<file path="config.mk">
export PLATFORM = sky130hd
export DESIGN_NAME = pc_sequencer
export DESIGN_NICKNAME = d
export VERILOG_FILES = /design/src/rtl/pc_sequencer.sv
export SDC_FILE = /design/constraint.sdc
export NUM_CORES = 1
export LEC_CHECK = 0
export BUFFER_PORTS_ARGS = -buffer_cell sky130_fd_sc_hd__clkbuf_2
export CORE_MARGIN = 2
export CORE_UTILIZATION = 50
export CTS_CLUSTER_SIZE = 20
export DETAILED_ROUTE_END_ITERATION = 7
export PLACE_DENSITY = 0.79
export SLEW_MARGIN = 25
export SYNTH_ARGS = -nofsm -noshare
export SYNTH_HDL_FRONTEND = slang
export SYNTH_SLANG_ARGS = --single-unit
</file>
<file path="constraint.sdc">
create_clock -name i_clk -period 2.9 [get_ports i_clk]
set_input_delay 0.145 -clock i_clk [delete_from_list [all_inputs] [get_ports i_clk]]
set_output_delay 0.145 -clock i_clk [all_outputs]
set_load 0.05 [all_outputs]
</file>
<file path="src/rtl/pc_sequencer.sv">
// BIP-I PC sequencer: decides when the PC advances (loaded on the falling edge),
// sequences idle/run/step/halt from debug-unit commands and counts executed instructions.
module pc_sequencer #(
   parameter int                PCLEN      = 11,
   parameter int                OPLEN      = 5,
   parameter int                CNTLEN     = 32,
   parameter logic [OPLEN-1:0]  HLT_OPCODE = '0
) (
   input  logic              i_clk,
   input  logic              i_rst,
   input  logic              i_start,
   input  logic              i_step,
   input  logic [OPLEN-1:0]  i_opcode,
   input  logic [PCLEN-1:0]  i_PCval,
   output logic              o_pc_en,
   output logic [PCLEN-1:0]  o_newPCval,
   output logic              o_running,
   output logic              o_halted,
   output logic              o_done,
   output logic [CNTLEN-1:0] o_cycles
);

   typedef enum logic [1:0] {S_IDLE, S_RUN, S_STEP, S_HALT} state_t;

   state_t state, state_nx;
   logic   is_hlt, exec;

   always_ff @(posedge i_clk) begin
      if (i_rst) state <= S_IDLE;
      else       state <= state_nx;
   end

   // Outputs are purely combinational so the PC sees them well before its falling-edge load.
   always_comb begin
      state_nx   = state;
      is_hlt     = (i_opcode == HLT_OPCODE);
      exec       = 1'b0;
      o_running  = 1'b0;
      o_halted   = 1'b0;
      o_newPCval = i_PCval + PCLEN'(1);
      case (state)
         S_IDLE: begin
            if (i_start)     state_nx = S_RUN;
            else if (i_step) state_nx = S_STEP;
         end
         S_RUN: begin
            o_running = 1'b1;
            exec      = !is_hlt;
            if (is_hlt) state_nx = S_HALT;
         end
         S_STEP: begin
            exec     = !is_hlt;
            state_nx = is_hlt ? S_HALT : S_IDLE;
         end
         S_HALT: begin
            o_halted = 1'b1;
         end
         default: state_nx = S_IDLE;
      endcase
      o_pc_en = exec;
   end

   // Counter saturates instead of wrapping; HLT itself never sets exec so is not counted.
   always_ff @(posedge i_clk) begin
      if (i_rst) begin
         o_cycles <= '0;
         o_done   <= 1'b0;
      end else begin
         if (exec && (o_cycles != '1)) o_cycles <= o_cycles + CNTLEN'(1);
         o_done <= (state != S_HALT) && (state_nx == S_HALT);
      end
   end

endmodule
</file>
Yosys cells after proc, flatten, opt, wreduce, memory -nomap -nowiden
Cells that the tools add are included.
{ "word_totals": {"regBits": 35, "input_bits": 20, "output_inout_bits": 47} }
{ "classes": {"add_sub_neg": 2, "n_eq_ne": 6, "mux": 8, "n_reduce_logical": 6} }
{ "ops": {"columns": ["op", "n"], "rows": [
  ["$add 32x1->32 const B", 1],
  ["$ne 32x32->1 const B", 1],
  ["$add 11x1->11 const B", 1],
  ["$mux 2", 4],
  ["$eq 2x2->1 const B", 3],
  ["$pmux 2 s3", 1],
  ["$logic_not 5->1", 1],
  ["$mux 1", 3],
  ["$eq 2x1->1 const B", 1],
  ["$logic_and 1x1->1", 2],
  ["$logic_not 2->1", 1],
  ["$ne 2x2->1 const B", 1],
  ["$reduce_or 2->1", 1],
  ["$logic_not 1->1", 1]
]} }

Depth between registers and ports, before layout
Gate-level depths: netlist of run 1.
{ "logic_depth": {"depth_word": 5, "mapped_depth": 7, "depth_no_buf": 7} }

Worst setup path before layout of run 1
OpenSTA, ideal clock, no wires.
{ "synth_timing": {"path_kind": "reg-to-reg", "from": "register o_cycles[9]", "to": "register o_cycles[31]", "setup_time_ps": 121, "arrival_ps": 2316, "setup_slack_ps": 463, "stages_incl_launch_ff": 7, "path_buffers": 1, "period_less_slack_ps": 2437, "cell_sequence": "dfxtp_1 -> nand4_1 -> buf_2 -> or3b_4 -> or2_4 -> nor4_1 -> mux2_2"} }
{ "synth_between": {"elab_chain_cells": 2} }
{ "synth_lines": {"columns": ["element", "line", "rtl"], "rows": [
  ["start: declaration", "20", "output logic [CNTLEN-1:0] o_cycles"],
  ["start signal: assignment", "69", "if (exec && (o_cycles != '1)) o_cycles <= o_cycles + CNTLEN'(1);"],
  ["parallel branches: the longest is 2 deep, another holds $add 32x1->32", null, null]
]} }
Parallel ways; which one is timed is not known.
A chain may end at the register's enable or synchronous reset.

Final worst setup path of run 1
{ "layout_timing": {"from": "register o_cycles[9]", "to": "register o_cycles[28]"} }
The elaborated chain is that of the path after synthesis.

==> run metrics, run 1 <==
outcome=complete, no violations; Clock transition at path regs=around 0.07 ns; DR vias=2034; Via density=5.65; met1 wire length=2200 um; Die ar.=4480 um2; root buffer cell=clkbuf_8; worst-path fanout max=11; fin area=roughly 2400 um2; Startpoint Class=register; ANT nets after route=0; total power=approximately 1100 uW; Post-Route WL=~4600 um; Pwr Density=434 nW/um2; die width=66.9 um; synth unique cells=39; Clock Tree Buf Depth=2; Setup CP Type=reg -> reg; leakage power=0.000908 uW; peak supply drop=0.000317 V; Seq/Total Area, Yosys=0.354; Num Clock Sinks=35; Slew Limit Headroom=0.516; Slew Viols, Final=0; layout cells sized above 1=0.260; syn nets=272; GRT Resource Usage Total=0.221; Crit. End Element=register; Setup WS pre-CTS=approximately 0.62 ns; Setup TNS=0 ns; residual DRC count=0; count of final setup violators=0; drt pass-1 iters=4; Synth warnings=0; fin crit share=0.789; Synth Flop Type=dfxtp_1; asr flop ratio synth=0; antenna violations before repair=0; Core Footprint=3740 um2; hold-fix buffers at CTS=0; Port Buffers=66; H-tree depth=2; met3 WL=199 um; # IOs=67; met2 WL=around 2100 um; Avg Inst Size Synth=8.05 um2; Setup WS post-layout=0.613 ns; Setup Buffers After CTS=0; Diodes inserted=0; post_cts resized=0; routability cong.=slightly above 0.8; post-detailed-placement half-perimeter wirelength=3400 um; flops & latches, synth=35; final net count=337; Starting Density=0.529; uppermost layer routed=met4; Placed Area=2340 um2; Area Overhead vs Synth=22.5%; Post-synth EDFFs=0; worst slew pin tran=0.726 ns; largest net degree at the start of global routing=37; Post-Syn Instances=roughly 250; fmax=437 MHz; Min-Delay Path Class=in -> reg; num rows=22; Max-Cap Viols=0; CP required=3.11 ns; TritonCTS clock tree=done; Worst Skew=slightly below 0.01 ns; latest clock arrival within the worst-skew pair=around 0.29 ns; Final Hold Viols=0; vias in the first global route=1669; initial DRC count=104; CTS buffer count=5; global-route wire length before repair=7550 um; Synth Cell Area=1980 um2; post-DR wirelength/cell=12.8 um; Die Span Y=approximately 67 um; gr ovfl total=0; Data arrival, critical path=2.50 ns; min Tclk post-route=2.29 ns; RSZ-0062 raised after global routing=false
cell usage in the layout (no fill, tap or decap), drive strengths merged, types with 3 or more instances in the layout:
cell	n
clkbuf	72
dfxtp	35
a21oi	26
o21ai	19
nor2	18
nand3	15
or3	14
nand2	13
xnor2	12
or4	12
inv	10
nand4	10
o31ai	9
ha	6
and3	5
nor4	5
and4	3
xor2	3
or2	3
cell families (layout without fill, tap and decap cells):
group                    Yosys count  after routing  share of synthesized area
AO/OA/AOI/OAI                     64             64                      0.189
XOR/XNOR                          15             15                     0.0664
adder cells (fa/ha/maj)            6              6                     0.0379
buffers and inverters             19             85                     0.0379
flip-flops                        35             35                      0.354
multiplexers                       2              2                     0.0114
AND/OR/NAND/NOR                  105            105                      0.303
cells in the mapped netlist (all sizes together) (2+ instances only):
cell / count / area [um2]
dfxtp: 35 / 701
a21oi: 26 / 130
o21ai: 19 / 95.1
nor2: 18 / 67.6
nand3: 15 / 75.1
or3: 14 / 87.6
nand2: 13 / 48.8
or4: 12 / 90.1
xnor2: 12 / 105
inv: 10 / 37.5
nand4: 10 / 62.6
o31ai: 9 / 67.6
clkbuf: 7 / 27.5
ha: 6 / 75.1
and3: 5 / 31.3
nor4: 5 / 37.5
and4: 3 / 26.3
or2: 3 / 21.3
xor2: 3 / 26.3
buf: 2 / 10.0
mux2: 2 / 22.5
nor2b: 2 / 12.5
nor3b: 2 / 15.0
o2111ai: 2 / 17.5
or3b: 2 / 20.0
flip-flops by register name, indices dropped and copies added (netlist names):
name	flops
state	2
o_cycles	32
o_done	1
worst max-delay path, cell delays in order, from the launching register on:
cell and delay [ns]:
dfxtp_1 0.41, nand4_1 0.33, nor4_1 0.63, nand4_1 0.32, or3_1 0.38, a21oi_1 0.14
cell type report:
cell class	count	area, um2
multi-input cells	192	1200
fillers	347	1320
well taps	48	60.1
inverters	10	37.5
clock inverters	2	12.5
flip-flops and latches	35	701
repair buffers	67	338
clock buffers	6	72.6
routing by layer:
layer | vias up | global-route usage
met5 | - | 0
met4 | 0 | 0.0689
met3 | 7 | 0.0591
met2 | 43 | 0.351
met1 | 925 | 0.291
li1 | 1059 | -
stage by stage:
step,cells,util,hold WS [ns]
after floorplan,246,-,0.442
after global placement,352,0.625,0.494
after detailed placement,352,0.625,0.501
after CTS,360,0.648,0.381
after global routing,360,0.648,0.446
final,360,0.648,0.384
power by group:
| group | total (uW) | internal (uW) | switching [uW] | leakage, uW |
|---|---|---|---|---|
| clock network | 343 | 168 | 175 | 0.0000412 |
| logic | 208 | 55.5 | 152 | 0.000585 |
| registers | 503 | 491 | 11.6 | 0.000283 |
| total | 1050 | 714 | 339 | 0.000908 |
final timing paths:
| path | start | endpoint | slack [ns] | cells after the start |
|---|---|---|---|---|
| max | o_cycles[9] | o_cycles[28] | 0.61 | 5 |
| min | i_opcode[1] | state[0] | 0.38 | 5 |
| max reg2reg | o_cycles[9] | o_cycles[28] | 0.61 | 5 |
| min reg2reg | o_cycles[1] | o_cycles[1] | 0.51 | 2 |
(Power assumes the default switching activity.)
==> run 2, diff against run 1 <==
- CORE_UTILIZATION: 50 -> 45
- PLACE_DENSITY: 0.79 -> 0.76
- clock period: 2.9 -> 2.1 ns (I/O delays scaled with it)
==> run 2 against run 1 <==
Flip-flop and latch count unchanged. First-iteration DRC count grew 20%. Hold slack got worse by 0.039 ns. Sequential share of layout area shrank 0.77 points. Via count up 6.8%. Critical endpoint is now o_cycles[31]. Largest cell class unchanged. Highest routed layer unchanged.
==> run metrics, run 2 (synthesis gave the netlist of run 1 again) <==
outcome=complete, no violations; Slew Viols, Final=0 (unchanged); Die ar.=4940 um2 (+10%); switching share of power=0.324 (+0.00267); Setup TNS=0 ns (unchanged); latest clock arrival within the worst-skew pair=0.28 ns (about the same); r2r setup slk=0.04 ns (-0.57 ns); final net count=358 (+6.2%); layout cells sized above 1=0.420 (+0.161); Inst Count DP=374 (+6.3%); Diodes inserted=0 (unchanged); Setup WS post-layout=0.0398 ns (-0.574 ns); Max-Cap Viols=0 (unchanged); Num Clock Sinks=35 (unchanged); die width=70.3 um (+5.1%); Clock transition at path regs=0.07 ns (about the same); most frequent cells in the layout=66 x clkbuf_2, 25 x a21oi_1, 25 x dfxtp_2; H-tree depth=2 (unchanged); Critical Path, Cell by Cell=nand4_1, or3b_4, or2_4, nor4_4, mux2_2; # IOs=67 (unchanged); DR vias=2173 (+6.8%); reg-to-reg critical path startpoint=o_cycles[10]; hold_sp=i_start; ANT nets after route=0 (unchanged); Post-Route WL=5130 um (+11%); post-detailed-placement half-perimeter wirelength=3760 um (+11%); fmax=485 MHz (+11%); root buffer cell=clkbuf_8; post-DR wirelength/cell=13.3 um (+4.1%); hold path depth=4 (-1); hold-fix buffers at CTS=0 (unchanged); Via density=5.64 (-0.10%); FF-to-FF path depth=5 (unchanged); Clock Tree Buf Depth=2 (unchanged); initial DRC count=125 (+20%); Final Hold Viols=0 (unchanged); count of final setup violators=0 (unchanged); CTS buffer count=5 (unchanged); top flop regs=o_cycles x32, state x2, o_done x1; worst-path fanout max=5 (-6); Clock power frac=0.320 (-0.006); largest reg by FF count=o_cycles; leakage power=0.00104 uW (+15%); fin crit share=0.981 (+0.193); Pwr Density=545 nW/um2 (+26%); largest net degree at the start of global routing=37 (unchanged); Combinational Power Share=0.210 (+0.013); Startpoint Class=register; residual DRC count=0 (unchanged); Die Span Y=70.3 um (+5.1%); worst slew pin tran=0.780 ns (+0.0535 ns); global-route wire length before repair=8470 um (+12%); Data arrival, critical path=2.23 ns (-0.27 ns); Largest stage delay, worst path=0.45 ns (-0.18 ns); vias in the first global route=2027 (+21%); min Tclk post-route=2.06 ns (-0.226 ns); peak supply drop=0.000293 V (-7.6%); CP required=2.27 ns (-0.84 ns); Area Overhead vs Synth=35.5%; reg2reg end=o_cycles[31]; routability cong.=0.806 (-2.8%); Crit. End Element=register; sequential share of power=0.470 (-0.007); Min-Delay Path Class=in -> reg; critical path's slowest cell=or3b_4; Core Footprint=4290 um2 (+15%); Hold Path End=state[0]; Worst Skew=0.00667 ns (-0.00311 ns); Port Buffers=66 (unchanged); Starting Density=0.461 (-0.0678); net switching power=474 uW (+40%); gr ovfl total=0 (unchanged); num rows=24 (+9.1%); GRT Resource Usage Total=0.203 (-0.0176); drt pass-1 iters=4 (unchanged); antenna violations before repair=0 (unchanged); max reg flops=32 (unchanged); TritonCTS clock tree=done; Setup WS pre-CTS=-0.00254 ns (-0.627 ns); Setup CP Type=reg -> reg; most common cell after layout, fill and taps aside=clkbuf_2; P_int=988 uW (+38%); Final Non-Filler Cells=385 (+6.9%); Slew Limit Headroom=0.480 (-0.0356); RSZ-0062 raised after global routing=true
run 2: cell types whose count changed in the layout (fill, tap and decap cells not counted), sizes merged:
cell / delta
clkinv: +1
buf: +21
clkbuf: -1
run 2: power groups by stage:
stage,clock (uW),sequential (uW),combinational [uW]
2_1_floorplan,0,734,182
3_3_place_gp,0,701,301
3_5_place_dp,0,702,305
4_1_cts,485,686,306
5_1_grt,498,689,333
6_report,468,688,306
run 2: worst max-delay path by stage:
stage	startpoint	endpoint	slack [ns]
floorplan	o_cycles[16]	o_cycles[31]	-0.05
global placement	state[0]	o_cycles[21]	0.09
detailed placement	state[0]	o_cycles[17]	-0.003
CTS	state[0]	o_cycles[18]	0.06
global route	o_cycles[15]	o_cycles[26]	-0.03
finish	o_cycles[10]	o_cycles[31]	0.04
run 2: timing repair:
action | in CTS | in global routing
buffers inserted | 0 | 3
gates resized for setup | 1 | 10
pin swaps | 0 | 8
setup endpoints to repair | 1 | 13
run 2: worst max-delay path, delay by kind of cell (launching register included):
| family | cells | cell delay [ns] |
|---|---|---|
| simple gates | 4 | 1.23 |
| flops | 1 | 0.36 |
| mux | 1 | 0.35 |
run 2: stage by stage:
step	cell area, um2	utilization	total power, uW	hold WS (ns)
2_1_floorplan	2030	-	916	0.386
3_3_place_gp	2530	0.590	1000	0.470
3_5_place_dp	2530	0.590	1010	0.473
4_1_cts	2620	0.610	1480	0.338
5_1_grt	2680	0.625	1520	0.402
6_report	2680	0.625	1460	0.345
run 2: metal layers:
metal,GRT usage,part of all wire,vias up
met1,0.260,0.45,1018
met3,0.0390,0.049,6
met4,0.0684,0.013,0
met2,0.342,0.49,62
met5,0,0,-
li1,-,-,1087
run 2: cell type report:
cell class	instances	area, um2
Sequential cell	35	754
Clock buffer	5	68.8
Inverter	10	37.5
Multi-Input combinational cell	192	1240
Timing Repair Buffer	88	499
Clock inverter	3	15.0
Tap cell	52	65.1
Fill cell	388	1610
==> run 3, diff against run 2 <==
- CELL_PAD_IN_SITES_DETAIL_PLACEMENT: default -> 1
- CELL_PAD_IN_SITES_GLOBAL_PLACEMENT: default -> 1
- CORE_UTILIZATION: 45 -> 30
- PLACE_DENSITY: 0.76 -> default
- PLACE_DENSITY_LB_ADDON: default -> 0.1
==> run 3 against run 2 <==
Non-clock buffer count is 2 higher. Flip-flop and latch count unchanged. Clock power is essentially flat. Critical path type unchanged. Highest routed layer unchanged.
==> run metrics, run 3 (synthesis gave the netlist of run 1 again) <==
outcome=complete, no violations; GRT Resource Usage Total=0.163 (-0.0408); Pwr Density=541 nW/um2 (-0.84%); Worst Skew=0.00709 ns (+0.000419 ns); Clock transition at path regs=0.07 ns (about the same); Max-Cap Viols=0 (unchanged); Via density=5.24 (-7.1%); worst slew pin tran=0.493 ns (-0.287 ns); peak supply drop=0.000388 V (+32%); worst-path fanout max=6 (+1); Inst Count DP=400 (+7.0%); RSZ-0062 raised after global routing=true; CTS buffer count=5 (unchanged); Setup CP Type=reg -> reg; largest net degree at the start of global routing=23 (-38%); Clock Tree Buf Depth=2 (unchanged); # fillers=796 (+110%); Min-Delay Path Class=in -> reg; Die ar.=7260 um2 (+47%); Slew Limit Headroom=0.671 (+0.191); drt pass-1 iters=4 (unchanged); fmax=498 MHz (+2.6%); # IOs=67 (unchanged); DR vias=2155 (-0.83%); Post-Route WL=5850 um (+14%); latest clock arrival within the worst-skew pair=0.29 ns (about the same); CP required=2.31 ns (+0.04 ns); total power=1480 uW (+1.1%); Final Hold Viols=0 (unchanged); Die Span Y=85.2 um (+21%); routability cong.=0.736 (-8.6%); root buffer cell=clkbuf_8; final net count=360 (+0.56%); min Tclk post-route=2.01 ns (-0.0523 ns); Largest stage delay, worst path=0.50 ns (+0.05 ns); num rows=29 (+21%); Port Buffers=66 (unchanged); TritonCTS clock tree=done; most common cell after layout, fill and taps aside=clkbuf_2; Area Overhead vs Synth=38.1%; H-tree depth=2 (unchanged); Core Footprint=6350 um2 (+48%); met1 wire length=2810 um (+23%); largest reg by FF count=o_cycles; Startpoint Class=register; layout cells sized above 1=0.428 (+0.00772); antenna violations before repair=0 (unchanged); residual DRC count=0 (unchanged); ANT nets after route=0 (unchanged); count of final setup violators=0 (unchanged); met2 WL=2750 um (+9.0%); top flop regs=o_cycles x32, state x2, o_done x1; gr ovfl total=0 (unchanged); hold-fix buffers at CTS=0 (unchanged); Setup WS pre-CTS=-0.0126 ns (-0.0101 ns); most frequent cells in the layout=66 x clkbuf_2, 25 x a21oi_1, 24 x dfxtp_2; met3 WL=210 um (-16%); Final Non-Filler Cells=411 (+6.8%); global-route wire length before repair=9690 um (+15%); Num Clock Sinks=35 (unchanged); Diodes inserted=0 (unchanged); Slew Viols, Final=0 (unchanged); Starting Density=0.312 (-0.149); Critical Path, Cell by Cell=nand4_1, or3b_4, or2_4, or4_1, a21oi_1; vias in the first global route=2085 (+2.9%); critical path's slowest cell=or4_1; Setup WS post-layout=0.0920 ns (+0.0523 ns); max reg flops=32 (unchanged); post-DR wirelength/cell=14.2 um (+6.8%); uppermost layer routed=met4; Data arrival, critical path=2.22 ns (about the same); die width=85.2 um (+21%); fin crit share=0.956 (-0.0249); initial DRC count=46 (-63%); Crit. End Element=register; leakage power=0.00106 uW (+1.5%); post-detailed-placement half-perimeter wirelength=4410 um (+17%)
## run 3: where the power goes
group | total (uW) | internal, uW | switching (uW)
Sequential | 687 | 671 | 15.9
Combinational | 322 | 101 | 221
Clock | 469 | 229 | 240
Total | 1480 | 1000 | 477
## run 3: final timing paths
| path | startpoint | end | slack, ns | cells past startpoint |
|---|---|---|---|---|
| hold / removal | i_rst | o_cycles[17] | 0.30 | 2 |
| setup reg to reg | o_cycles[13] | o_cycles[30] | 0.09 | 5 |
| setup / recovery | o_cycles[13] | o_cycles[30] | 0.09 | 5 |
| hold reg to reg | o_cycles[1] | o_cycles[1] | 0.49 | 2 |
## run 3: metal layers
layer  vias to the layer above  GRT usage
met5                         -          0
met4                         0     0.0519
met3                         7     0.0321
met2                        36      0.271
met1                      1016      0.212
li1                       1096          -
## run 3: cell type report
cell class	count	area, um2	share of cell area
multi-input combinational	192	1250	0.458
clock buffer	7	76.3	0.0279
inverter	10	37.5	0.0137
sequential	35	757	0.277
tap	77	96.3	0.0352
timing repair buffer	90	514	0.188
## run 3: timing repair
item / 4_1_cts / 5_1_grt
pin swaps: 0 / 7
endpoints found under the setup margin: 2 / 13
setup buffers: 0 / 4
resized for setup: 1 / 13
## run 3: through the flow
stage               instance area [um2]  hold WS (ns)  setup TNS, ns  utilization
floorplan                          2030         0.386        -0.0980            -
global placement                   2570         0.474              0        0.405
detailed placement                 2570         0.487        -0.0126        0.405
CTS                                2650         0.327              0        0.417
global route                       2730         0.346        -0.0385        0.431
finish                             2730         0.298              0        0.431
## run 3: critical path, delay by kind of cell (launching register included)
| family | cells | cell delay, ns |
|---|---|---|
| AOI/OAI and AO/OA | 1 | 0.13 |
| and+or+nand+nor | 4 | 1.43 |
| DFF | 1 | 0.37 |
